`src/rtl/nco_sweep_ctrl_if.sv`:
```
// Tuning-word handshake between the sweep sequencer (master) and the NCO (slave).
interface nco_sweep_ctrl_if #(
    parameter int unsigned FTW_W = 32
);
    logic [FTW_W-1:0] ftw_out;
    logic             ftw_valid;
    logic             ftw_ready;

    modport master (output ftw_out, output ftw_valid, input ftw_ready);
    modport slave  (input ftw_out, input ftw_valid, output ftw_ready);
endinterface

```
`src/rtl/nco_sweep_ctrl.sv`:
```
// Frequency-sweep sequencer: steps the NCO tuning word from start to stop in fixed increments,
// holding each word for a dwell time after the NCO accepts it.
// Optional build macro NCO_SWEEP_PINGPONG_EN: continuous sweeps reverse at each end point
// instead of jumping back to the start word.
module nco_sweep_ctrl #(
    parameter int unsigned FTW_W   = 32,
    parameter int unsigned DWELL_W = 24,
    parameter int unsigned CNT_W   = 16
) (
    input  logic               sys_clk,
    input  logic               sys_rst,
    input  logic               start,
    input  logic               stop,
    input  logic [FTW_W-1:0]   ftw_start,
    input  logic [FTW_W-1:0]   ftw_stop,
    input  logic [FTW_W-1:0]   ftw_step,
    input  logic [DWELL_W-1:0] dwell,
    input  logic               continuous,
    nco_sweep_ctrl_if.master   ftw_bus,
    output logic               busy,
    output logic               done,
    output logic [CNT_W-1:0]   step_cnt
);

    typedef enum logic [1:0] {StIdle, StWaitAck, StDwell} state_e;

    state_e             state_q, state_d;
    logic [FTW_W-1:0]   ftw_q, ftw_d;
    logic [CNT_W-1:0]   cnt_q, cnt_d;
    logic [DWELL_W-1:0] dwell_cnt_q, dwell_cnt_d;
    logic               done_q, done_d;

    // Programme captured at start so input changes mid-sweep are ignored.
    logic [FTW_W-1:0]   start_q, stop_q, step_q;
    logic [DWELL_W-1:0] dwell_q;
    logic               cont_q;
    logic               load;

    logic [FTW_W:0]     up_sum;
    logic [FTW_W-1:0]   up_word;
    logic               degenerate;
    logic               at_top;

`ifdef NCO_SWEEP_PINGPONG_EN
    logic               dir_down_q, dir_down_d;
    logic [FTW_W:0]     dn_diff;
    logic [FTW_W-1:0]   dn_word;
`endif

    assign load = (state_q == StIdle) && start && !stop;

    // Next-word arithmetic; the extra bit catches overflow, which then clamps to the stop word.
    always_comb begin
        up_sum     = {1'b0, ftw_q} + {1'b0, step_q};
        up_word    = (up_sum >= {1'b0, stop_q}) ? stop_q : up_sum[FTW_W-1:0];
        degenerate = (step_q == '0) || (start_q >= stop_q);
        at_top     = (ftw_q == stop_q) || degenerate;
`ifdef NCO_SWEEP_PINGPONG_EN
        dn_diff = {1'b0, ftw_q} - {1'b0, step_q};
        dn_word = (dn_diff[FTW_W] || (dn_diff[FTW_W-1:0] <= start_q)) ? start_q
                                                                        : dn_diff[FTW_W-1:0];
`endif
    end

    // Sweep FSM next-state and datapath updates.
    always_comb begin
        state_d     = state_q;
        ftw_d       = ftw_q;
        cnt_d       = cnt_q;
        dwell_cnt_d = dwell_cnt_q;
        done_d      = 1'b0;
`ifdef NCO_SWEEP_PINGPONG_EN
        dir_down_d  = dir_down_q;
`endif
        unique case (state_q)
            StIdle: begin
                if (load) begin
                    state_d = StWaitAck;
                    ftw_d   = ftw_start;
                    cnt_d   = '0;
`ifdef NCO_SWEEP_PINGPONG_EN
                    dir_down_d = 1'b0;
`endif
                end
            end
            StWaitAck: begin
                if (ftw_bus.ftw_ready) begin
                    state_d     = StDwell;
                    dwell_cnt_d = dwell_q;
                    cnt_d       = cnt_q + CNT_W'(1);
                end
            end
            StDwell: begin
                if (dwell_cnt_q != DWELL_W'(1)) begin
                    dwell_cnt_d = dwell_cnt_q - DWELL_W'(1);
                end else begin
                    state_d = StWaitAck;
`ifdef NCO_SWEEP_PINGPONG_EN
                    if (dir_down_q) begin
                        // Descending leg; turn back up once the start word has been emitted.
                        if (ftw_q == start_q) begin
                            dir_down_d = 1'b0;
                            ftw_d      = up_word;
                        end else begin
                            ftw_d = dn_word;
                        end
                    end else if (!at_top) begin
                        ftw_d = up_word;
                    end else if (cont_q && !degenerate) begin
                        dir_down_d = 1'b1;
                        ftw_d      = dn_word;
                    end else if (cont_q) begin
                        ftw_d = start_q;
                    end else begin
                        state_d = StIdle;
                        done_d  = 1'b1;
                    end
`else
                    if (!at_top) begin
                        ftw_d = up_word;
                    end else if (cont_q) begin
                        ftw_d = start_q;
                    end else begin
                        state_d = StIdle;
                        done_d  = 1'b1;
                    end
`endif
                end
            end
            default: state_d = StIdle;
        endcase

        // Abort wins over everything, including a same-cycle handshake; outputs hold.
        if (stop) begin
            state_d = StIdle;
            ftw_d   = ftw_q;
            cnt_d   = cnt_q;
            done_d  = 1'b0;
        end
    end

    // State and datapath registers.
    always_ff @(posedge sys_clk) begin
        if (sys_rst) begin
            state_q     <= StIdle;
            ftw_q       <= '0;
            cnt_q       <= '0;
            dwell_cnt_q <= '0;
            done_q      <= 1'b0;
        end else begin
            state_q     <= state_d;
            ftw_q       <= ftw_d;
            cnt_q       <= cnt_d;
            dwell_cnt_q <= dwell_cnt_d;
            done_q      <= done_d;
        end
    end

`ifdef NCO_SWEEP_PINGPONG_EN
    // Sweep direction for the ping-pong continuous mode.
    always_ff @(posedge sys_clk) begin
        if (sys_rst) begin
            dir_down_q <= 1'b0;
        end else begin
            dir_down_q <= dir_down_d;
        end
    end
`endif

    // Shadow programme registers; a zero dwell is stored as one.
    always_ff @(posedge sys_clk) begin
        if (sys_rst) begin
            start_q <= '0;
            stop_q  <= '0;
            step_q  <= '0;
            dwell_q <= DWELL_W'(1);
            cont_q  <= 1'b0;
        end else if (load) begin
            start_q <= ftw_start;
            stop_q  <= ftw_stop;
            step_q  <= ftw_step;
            dwell_q <= (dwell == '0) ? DWELL_W'(1) : dwell;
            cont_q  <= continuous;
        end
    end

    assign ftw_bus.ftw_out   = ftw_q;
    assign ftw_bus.ftw_valid = (state_q == StWaitAck);
    assign busy              = (state_q != StIdle);
    assign done              = done_q;
    assign step_cnt          = cnt_q;

endmodule

```
`src/flat_wrapper.sv`:
```
// flat-port wrapper written by rule: the top's interface ports become plain ports
module nco_sweep_ctrl_flat 
#(
    parameter int unsigned FTW_W   = 32,
    parameter int unsigned DWELL_W = 24,
    parameter int unsigned CNT_W   = 16
)
  (sys_clk, sys_rst, start, stop, ftw_start, ftw_stop, ftw_step, dwell, continuous, busy, done, step_cnt, ftw_bus_ftw_out, ftw_bus_ftw_valid, ftw_bus_ftw_ready);
  nco_sweep_ctrl_if #(.FTW_W(FTW_W)) ftw_bus_i ();
  input  logic sys_clk;
  input  logic sys_rst;
  input  logic start;
  input  logic stop;
  input  logic [FTW_W-1:0] ftw_start;
  input  logic [FTW_W-1:0] ftw_stop;
  input  logic [FTW_W-1:0] ftw_step;
  input  logic [DWELL_W-1:0] dwell;
  input  logic continuous;
  output logic busy;
  output logic done;
  output logic [CNT_W-1:0] step_cnt;
  output wire logic [$bits(ftw_bus_i.ftw_out)-1:0] ftw_bus_ftw_out;
  output wire logic [$bits(ftw_bus_i.ftw_valid)-1:0] ftw_bus_ftw_valid;
  input wire logic [$bits(ftw_bus_i.ftw_ready)-1:0] ftw_bus_ftw_ready;
  assign ftw_bus_ftw_out = ftw_bus_i.ftw_out;
  assign ftw_bus_ftw_valid = ftw_bus_i.ftw_valid;
  assign ftw_bus_i.ftw_ready = ftw_bus_ftw_ready;
  nco_sweep_ctrl #(.FTW_W(FTW_W), .DWELL_W(DWELL_W), .CNT_W(CNT_W)) u_core (.sys_clk(sys_clk), .sys_rst(sys_rst), .start(start), .stop(stop), .ftw_start(ftw_start), .ftw_stop(ftw_stop), .ftw_step(ftw_step), .dwell(dwell), .continuous(continuous), .ftw_bus(ftw_bus_i), .busy(busy), .done(done), .step_cnt(step_cnt));
endmodule
```
`config.mk`:
```
export PLATFORM = sky130hd
export DESIGN_NAME = nco_sweep_ctrl_flat
export DESIGN_NICKNAME = d
export VERILOG_FILES = /design/src/rtl/nco_sweep_ctrl_if.sv /design/src/rtl/nco_sweep_ctrl.sv /design/src/flat_wrapper.sv
export SDC_FILE = /design/constraint.sdc
export NUM_CORES = 1
export LEC_CHECK = 0
export CAP_MARGIN = 10
export CORE_ASPECT_RATIO = 0.75
export CORE_MARGIN = 2
export CORE_UTILIZATION = 57
export CTS_BUF_LIST = sky130_fd_sc_hd__clkbuf_4
export DETAILED_ROUTE_END_ITERATION = 16
export PLACE_DENSITY = 0.87
export SLEW_MARGIN = 20
export SYNTH_ARGS = -nofsm -noshare
export SYNTH_HDL_FRONTEND = slang
export SYNTH_SLANG_ARGS = --single-unit
```
`constraint.sdc`:
```
create_clock -name sys_clk -period 12.3 [get_ports sys_clk]
set_input_delay 2.46 -clock sys_clk [delete_from_list [all_inputs] [get_ports sys_clk]]
set_output_delay 2.46 -clock sys_clk [all_outputs]
set_load 0.01 [all_outputs]
```
==> flow_summary.ini, run 1 <==
[worst_setup_path]
start_kind = flip-flop
slowest_stage = or4b_2
cp.depth = 16
path_cells = ha_1 -> a211oi_1 -> o311ai_2 -> nand4_1 -> a21oi_1 -> or4b_2 -> and3_1 -> ha_1 -> nand4_1 -> nor4_1 -> nand2_1 -> o211ai_1 -> a211o_1 -> nor2_1 -> a2111oi_0 -> nor3_1
worst-path-buf-inv = 0
critical_path.top_delay_family = simple AND/OR/NAND/NOR gates
critPathMaxFanout = 20
cp.arrival_ns = 6.40
r2r_slack_ns = 6.43
required_ns = 12.83
reg2reg_depth = 16
max_stage_delay_ns = 0.67
cp-end-kind = flip-flop
critPathKind = flip-flop to flip-flop

[sta]
hold_slack_ns = 0.495
finClkSkew_ns = 0.0347
relSlewSlack_pct = 21.2
clock.fmax_mhz = 170
setup_tns_ns = 0
grt_setup_unrepaired = false
finalHoldViolCount = 0
period_share_pct = 47.7
finalSetupViolations = 0
report.final.slew_viol_count = 0
worst_pin_slew_ns = 1.18
min_period_ns = 5.87

[route]
dr_total_vias = 12400
vias_per_cell = 6.65
finalWirelength_um = 41400
wire_per_inst_um = 22.3
ant_nets = 0
drc_errors = 0
drtIter0Drc = 1876
drt_pass1_iterations = 6

[floorplanning]
die_y_um = 129
row_count = 45
die_area_um2 = 22100
start_util_pct = 58.5
coreArea_um2 = 20400
die_w_um = 171
ios = 177

[cts]
clk_latency_ns = 0.65
cts_buffers = 17
post_cts_buffers = 0
cts_root_buf = clkbuf_4
holdBufCountCts = 0
ctsResizeCount = 0
clock-sinks = 196
clk_pin_slew_ns = 0.19
htree_levels = 4
cts_buffer_depth = 2
cts_tree = yes

[logic_synthesis]
syn_area_um2 = 11900
synth_cell_types = 80
syn_nets = 1668
yosysWarnings = 0
synth_edf_count = 0
synthCells = 1442
seq_area_frac_synth_pct = 32.9
synthFlopType = dfxtp_1
synth_area_per_cell_um2 = 8.26
async_flop_share_pct = 0
ys_seq_elements = 196

[cells_and_area]
fin_util_pct = 69.2
fillCellCount = 1730
nets = 1790
final_area_um2 = 14100
drive_above_1_share_pct = 5.20
multiInputGateArea_um2 = 7490
area_growth_pct = 18.3
regArea_um2 = 3920

[grt]
grt_pass1_wl_um = 63300
overflow = 0
grt_usage_pct = 37.3
grt_max_degree = 74
grt_pass1_vias = 11200
antenna_found_initial = 1

[placement]
gp_congestion = 0.982
portBuffers = 176
placed_area_um2 = 13800
dp_hpwl_um = 30300

[power_and_ir_drop]
p_leak_uw = 0.00538
power_uw = 1470
peakVddDrop_uv = 61.7
power_density_nw_per_um2 = 104

[hold_path]
min_path_type = flip-flop to flip-flop
min_path_cells = 2

[outcome]
status = complete, no violations

[flow_run]
maxCapViolCount = 0
## sequential cells by signal, summed over array words and instances, names as in the netlist
| register | flops |
|---|---|
| u_core.ftw_bus.ftw_out | 32 |
| u_core.start_q | 32 |
| u_core.step_q | 32 |
| u_core.stop_q | 32 |
| u_core.dwell_cnt_q | 24 |
| u_core.dwell_q | 24 |
| u_core.step_cnt | 16 |
| u_core.state_q | 2 |
| u_core.cont_q | 1 |
| u_core.done | 1 |
## per-layer routing
metal / up-vias / share of wire [%] / global-route usage, %
met3: 69 / 13 / 9.90
li1: 5656 / - / -
met2: 777 / 40 / 52.3
met4: 0 / 2.1 / 9.77
met1: 5863 / 45 / 56.0
met5: - / 0 / 0
## kinds of logic after synthesis
kind of cell	Yosys count	share of synthesized area [%]
buffers and inverters	138	4.52
flip-flops	196	32.9
multiplexers	3	0.252
XOR/XNOR	65	4.78
AO/OA/AOI/OAI	487	28.3
AND/OR/NAND/NOR	453	18.7
adder cells (fa/ha/maj)	100	10.6
## placed cells by master, fill, tap and decap left out, drive strengths merged, types with 7 or more instances in the layout
master	instances
clkdlybuf4s50	176
o221a	10
nand2	131
or2	7
a21oi	103
xor2	16
clkbuf	17
or3	14
buf	14
nor2b	7
a32o	8
nand3	75
inv	57
a31oi	16
clkinv	7
dfxtp	196
o211ai	17
a41oi	8
a211oi	21
xnor2	49
ha	99
o21ai	116
and3	14
a22o	88
nor3	33
nor4	24
nand4	34
nor2	84
nand2b	7
a21o	27
## power by group
group / internal (uW) / switching [uW] / total, uW
logic: 167 / 258 / 425
registers: 665 / 33.2 / 698
clock network: 89.3 / 261 / 350
total: 921 / 552 / 1470
## through the flow
step	worst slack (ns)	cells
detailed placement	6.65	1827
global placement	6.73	1827
global route	6.10	1859
CTS	6.60	1858
finish	6.43	1859
floorplan	7.79	1442
## worst paths after layout
check,startpoint,end
worst max-delay path,u_core.step_q[1],u_core.ftw_bus.ftw_out[17]
worst min-delay path,u_core.dwell_q[0],u_core.dwell_cnt_q[0]
worst max register to register,u_core.step_q[1],u_core.ftw_bus.ftw_out[17]
worst min register to register,u_core.dwell_q[0],u_core.dwell_cnt_q[0]
## Yosys cell counts (6+ instances only)
cell | count | share of area [%]
or3_1 | 13 | 0.68
nor4_1 | 24 | 1.3
a41oi_1 | 8 | 0.59
xor2_1 | 16 | 1.2
a221oi_1 | 6 | 0.44
inv_1 | 51 | 1.6
o21ai_0 | 114 | 4.8
dfxtp_1 | 196 | 33
a21oi_1 | 103 | 4.3
a22o_1 | 88 | 6.5
or2_2 | 6 | 0.32
xnor2_1 | 49 | 3.6
clkbuf_1 | 71 | 2.2
buf_2 | 7 | 0.29
nand2_1 | 131 | 4.1
and3_1 | 14 | 0.74
ha_1 | 99 | 10
nor2_1 | 83 | 2.6
o211ai_1 | 17 | 1.1
a32o_1 | 8 | 0.67
nand4_1 | 34 | 1.8
nor2b_1 | 7 | 0.37
and2_1 | 6 | 0.32
a31oi_1 | 16 | 0.84
o21a_1 | 6 | 0.38
a211oi_1 | 20 | 1.3
buf_1 | 7 | 0.22
nand2b_1 | 6 | 0.32
a21o_1 | 27 | 1.7
nand3_1 | 75 | 3.2
nor3_1 | 31 | 1.3
o221a_2 | 10 | 0.95
## final cells by class
type | instances | area share, %
antenna | 1 | 0.0178
clock buffer | 17 | 0.905
clock inverter | 14 | 1.01
inverter | 51 | 1.36
multi-input combinational | 1108 | 53.1
sequential | 196 | 27.8
tap | 282 | 2.50
timing repair buffer | 190 | 13.2
## worst reg2reg max path, delay by kind of cell, from the launching register on
| kind | cells | cell delay, ns |
|---|---|---|
| compound gates | 6 | 2.19 |
| fa+ha+maj | 2 | 0.60 |
| flops | 1 | 0.56 |
| simple gates | 8 | 2.41 |
(Power assumes the default switching activity.)
==> run 2, diff against run 1 <==
Clock period 12.3 ns to 5.5 ns, I/O delays scaled along.
==> run 2 against run 1 <==
Compared with the run above: sequential power is 120% higher; combinational power rose by 130%; cell count increased by 0.59%; utilization increased by 0.39 points; critical path type unchanged; highest routed layer is now met5.
==> flow_summary.ini, run 2 (same netlist as run 1, synthesis figures left out) <==
[outcome]
status = complete, no violations

[sta]
grt_setup_unrepaired = false
finalSetupViolations = 0
relSlewSlack_pct = 27.7
setup_tns_ns = 0
finalHoldViolCount = 0
finClkSkew_ns = 0.0350
period_share_pct = 95.4
hold_slack_ns = 0.489
report.final.slew_viol_count = 0
min_period_ns = 5.25
clock.fmax_mhz = 191
worst_pin_slew_ns = 1.08

[placement]
gp_congestion = 1.00
dp_hpwl_um = 30800
portBuffers = 176

[worst_setup_path]
cp.arrival_ns = 5.79
worst-path-buf-inv = 0
start_kind = flip-flop
path_cells = ha_1 -> o21ai_1 -> a2111oi_1 -> nand4_1 -> nand4_1 -> a2111oi_0 -> a311oi_1 -> ha_1 -> nand4_1 -> nor4_1 -> a311oi_1 -> o211ai_1 -> a211o_1 -> nor2_1 -> o211ai_1 -> a32o_1
required_ns = 6.05
critPathMaxFanout = 9
critPathMostFrequentCell = nand4_1
cp-end-kind = flip-flop
max_stage_delay_ns = 0.70
critPathKind = flip-flop to flip-flop
slowest_stage = a2111oi_1
critical_path.top_delay_family = compound AO/OA/AOI/OAI gates

[power_and_ir_drop]
peakVddDrop_uv = 173
p_leak_uw = 0.00543
power_density_nw_per_um2 = 236

[cts]
clk_latency_ns = 0.63
clk_pin_slew_ns = 0.18
post_cts_buffers = 0
cts_buffers = 17
holdBufCountCts = 0
cts_root_buf = clkbuf_4
clock-sinks = 196
cts_buffer_depth = 2
ctsResizeCount = 0
htree_levels = 4
cts_tree = yes

[cells_and_area]
nets = 1799
final_common_cell = dfxtp_1
area_growth_pct = 19.0
layout_common_cells = 196 x dfxtp_1, 176 x clkdlybuf4s50_1, 131 x nand2_1
drive_above_1_share_pct = 5.80

[floorplanning]
ios = 177
row_count = 45
die_y_um = 129
die_w_um = 171
coreArea_um2 = 20400
die_area_um2 = 22100
start_util_pct = 58.5

[route]
drt_pass1_iterations = 6
vias_per_cell = 6.67
routed.top_layer = met5
finalWirelength_um = 42100
drtIter0Drc = 1728
wl_met2_um = 16800
wl_met1_um = 18500
drc_errors = 0
ant_nets = 0
dr_total_vias = 12500
wire_per_inst_um = 22.5
met3WireLength_um = 5950

[grt]
antenna_found_initial = 3
grt_usage_pct = 37.3
overflow = 0
grt_pass1_wl_um = 63200
grt_max_degree = 74
grt_pass1_vias = 11300

[flow_run]
maxCapViolCount = 0

[hold_path]
min_path_type = flip-flop to flip-flop
## run 2: worst paths after layout
kind                               from                         end  slack, ns  cells past startpoint
max          u_core.ftw_bus.ftw_out[19]  u_core.ftw_bus.ftw_out[26]       0.25                     16
min                   u_core.dwell_q[0]       u_core.dwell_cnt_q[0]       0.49                      2
max reg2reg  u_core.ftw_bus.ftw_out[19]  u_core.ftw_bus.ftw_out[26]       0.25                     16
min reg2reg           u_core.dwell_q[0]       u_core.dwell_cnt_q[0]       0.49                      2
## run 2: power breakdown
group / internal, uW / switching, uW / total (uW)
logic: 388 / 596 / 984
clock network: 245 / 555 / 799
registers: 1490 / 70.9 / 1560
## run 2: routing by layer
layer | vias to the layer above | track usage, %
met2 | 822 | 51.9
met4 | 2 | 9.92
li1 | 5676 | -
met3 | 76 | 14.8
met5 | - | 0
met1 | 5899 | 53.5
## run 2: cell type report
cell class,count,area [um2]
flip-flops and latches,196,3920
fillers,1679,6210
multi-input cells,1108,7490
well taps,282,353
clock buffers,18,135
clock inverters,14,140
inverters,51,191
diodes,2,5.00
repair buffers,199,1930
## run 2: per-stage QoR
stage          setup WS [ns]  power [uW]  instance area, um2  instances  utilization [%]
6_report               0.252        3340               14200       1870             69.5
5_1_grt              0.00848        3460               14200       1869             69.5
3_3_place_gp           0.641        2500               13900       1836             68.1
3_5_place_dp           0.437        2520               13900       1836             68.1
2_1_floorplan          0.992        2120               11900       1442                -
4_1_cts                0.440        3300               14200       1868             69.5
## run 2: worst reg2reg max path, cell delays in order (launching register included)
cell and delay [ns]:
dfxtp_1 0.38, ha_1 0.40, o21ai_1 0.17, a2111oi_1 0.70, nand4_1 0.33, nand4_1 0.29
a2111oi_0 0.13, a311oi_1 0.31, ha_1 0.33, nand4_1 0.11, nor4_1 0.05, a311oi_1 0.28
o211ai_1 0.19, a211o_1 0.32, nor2_1 0.68, o211ai_1 0.20, a32o_1 0.31
==> run 3, diff against run 2 <==
==> constraint.sdc (replaced) <==
create_clock -name sys_clk -period 5.5 [get_ports sys_clk]
set_input_delay 0.55 -clock sys_clk [delete_from_list [all_inputs] [get_ports sys_clk]]
set_output_delay 0.55 -clock sys_clk [all_outputs]
set_load 0.01 [all_outputs]
==> run 3 against run 2 <==
Compared with the run above: worst hold slack lost 0.041 ns; setup slack gained 0.063 ns; critical path type unchanged; largest cell class unchanged; first-iteration DRC count grew 5.0%; via count grew 1.5%; critical path depth grew 1.
==> flow_summary.ini, run 3 (same netlist as run 1, synthesis figures left out) <==
[placement]
gp_congestion = 0.975
portBuffers = 176
dp_hpwl_um = 31300
place_inst = 1838

[route]
finalWirelength_um = 42600
dr_total_vias = 12700
wire_per_inst_um = 22.7
vias_per_cell = 6.76
drc_errors = 0
ant_nets = 0
drtIter0Drc = 1815
drt_pass1_iterations = 6

[sta]
finalHoldViolCount = 0
finalSetupViolations = 0
report.final.slew_viol_count = 0
relSlewSlack_pct = 25.9
clock.fmax_mhz = 193
min_period_ns = 5.19
worst_pin_slew_ns = 1.11
setup_tns_ns = 0
grt_setup_unrepaired = false
finClkSkew_ns = 0.0524
hold_slack_ns = 0.448
period_share_pct = 94.3

[power_and_ir_drop]
peakVddDrop_uv = 167
p_leak_uw = 0.00545
power_uw = 3420
power_density_nw_per_um2 = 240

[floorplanning]
coreArea_um2 = 20400
die_y_um = 129
start_util_pct = 58.5
die_w_um = 171
row_count = 45
die_area_um2 = 22100
ios = 177

[worst_setup_path]
start_kind = flip-flop
required_ns = 6.08
reg2reg_depth = 17
slowest_stage = or4b_2
critPathMaxFanout = 19
r2r_slack_ns = 0.31
cp.depth = 17
max_stage_delay_ns = 0.65
critPathKind = flip-flop to flip-flop
path_cells = ha_1 -> a211oi_1 -> o311ai_2 -> nand4_1 -> a21oi_1 -> or4b_2 -> and3_1 -> ha_1 -> nand4_1 -> nor4_1 -> a311oi_1 -> o211ai_1 -> a211o_1 -> buf_4 -> o21ai_0 -> a21oi_1 -> o221a_2
worst-path-buf-inv = 1
r2r-start = u_core.step_q[1]
cp-end-kind = flip-flop
critical_path.top_delay_family = compound AO/OA/AOI/OAI gates
r2r-end = u_core.ftw_bus.ftw_out[16]
cp.arrival_ns = 5.76

[cells_and_area]
area_growth_pct = 19.5
stdcell_count = 1872
nets = 1802
final_common_cell = dfxtp_1
layout_common_cells = 196 x dfxtp_1, 176 x clkdlybuf4s50_1, 131 x nand2_1
drive_above_1_share_pct = 6.17
fillCellCount = 1683
fin_util_pct = 69.9

[grt]
antenna_found_initial = 1
overflow = 0
grt_pass1_vias = 11400
grt_usage_pct = 38.1
grt_max_degree = 74
grt_pass1_wl_um = 64700

[hold_path]
hp-start = ftw_stop[11]
min_path_cells = 3
min_path_type = input port to flip-flop
min_to = u_core.stop_q[11]

[cts]
clock-sinks = 196
holdBufCountCts = 0
clk_latency_ns = 0.65
clk_pin_slew_ns = 0.20
cts_buffers = 17
cts_root_buf = clkbuf_4
cts_tree = yes
htree_levels = 4
cts_buffer_depth = 2

[flow_run]
maxCapViolCount = 0

[outcome]
status = complete, no violations
-- run 3: cell count changes in the layout (fill, tap and decap cells not counted), sizes merged --
cell,before,now
inv,59,56
clkinvlp,1,3
bufinv,1,3
buf,23,26
clkinv,4,3
clkbuf,18,17
-- run 3: worst max path at each step --
stage	start	slack, ns	to
after floorplan	u_core.ftw_bus.ftw_out[1]	0.99	u_core.ftw_bus.ftw_out[21]
after global placement	u_core.ftw_bus.ftw_out[0]	0.44	u_core.ftw_bus.ftw_out[2]
after detailed placement	u_core.ftw_bus.ftw_out[19]	0.33	u_core.ftw_bus.ftw_out[26]
after CTS	u_core.ftw_bus.ftw_out[0]	0.28	u_core.ftw_bus.ftw_out[26]
after global routing	u_core.ftw_bus.ftw_out[0]	0.06	u_core.ftw_bus.ftw_out[17]
final	u_core.step_q[1]	0.31	u_core.ftw_bus.ftw_out[16]
-- run 3: worst reg2reg max path: stages (launching register included) --
cell and delay, ns:
dfxtp_1 0.56, ha_1 0.32, a211oi_1 0.33, o311ai_2 0.17, nand4_1 0.29, a21oi_1 0.18
or4b_2 0.65, and3_1 0.22, ha_1 0.28, nand4_1 0.12, nor4_1 0.54, a311oi_1 0.19
o211ai_1 0.19, a211o_1 0.18, buf_4 0.28, o21ai_0 0.14, a21oi_1 0.23, o221a_2 0.24
-- run 3: where the power goes --
part | leakage, uW | switching, uW | internal, uW | total (uW)
registers | 0.00160 | 71.5 | 1490 | 1560
clock network | 0.000155 | 550 | 318 | 869
logic | 0.00370 | 599 | 396 | 995
-- run 3: cell type report --
| class | instances | area, um2 | share of cell area, % |
|---|---|---|---|
| timing repair buffer | 202 | 1970 | 13.8 |
| tap | 282 | 353 | 2.48 |
| antenna | 2 | 5.00 | 0.0351 |
| sequential | 196 | 3920 | 27.5 |
| inverter | 51 | 191 | 1.34 |
| clock buffer | 17 | 128 | 0.896 |
| clock inverter | 14 | 173 | 1.21 |
| multi-input combinational | 1108 | 7500 | 52.7 |
-- run 3: routing by layer --
layer  up-vias  share of wire (%)  track usage (%)
li1       5677                  -                -
met1      6010                 44             57.5
met2       887                 40             52.1
met3        84                 14             11.2
met4         0                2.0             10.5
met5         -                  0                0
-- run 3: timing repair --
item / in CTS / in global routing
resized for setup: 0 / 3
hold endpoints to repair: 0 / 0
endpoints found under the setup margin: 0 / 10
buffers inserted: 0 / 0
-- run 3: stage by stage --
step / cell area [um2] / setup slack (ns)
after floorplan: 11900 / 0.992
after global placement: 13900 / 0.442
after detailed placement: 13900 / 0.327
after CTS: 14200 / 0.279
after global routing: 14200 / 0.0566
final: 14200 / 0.315
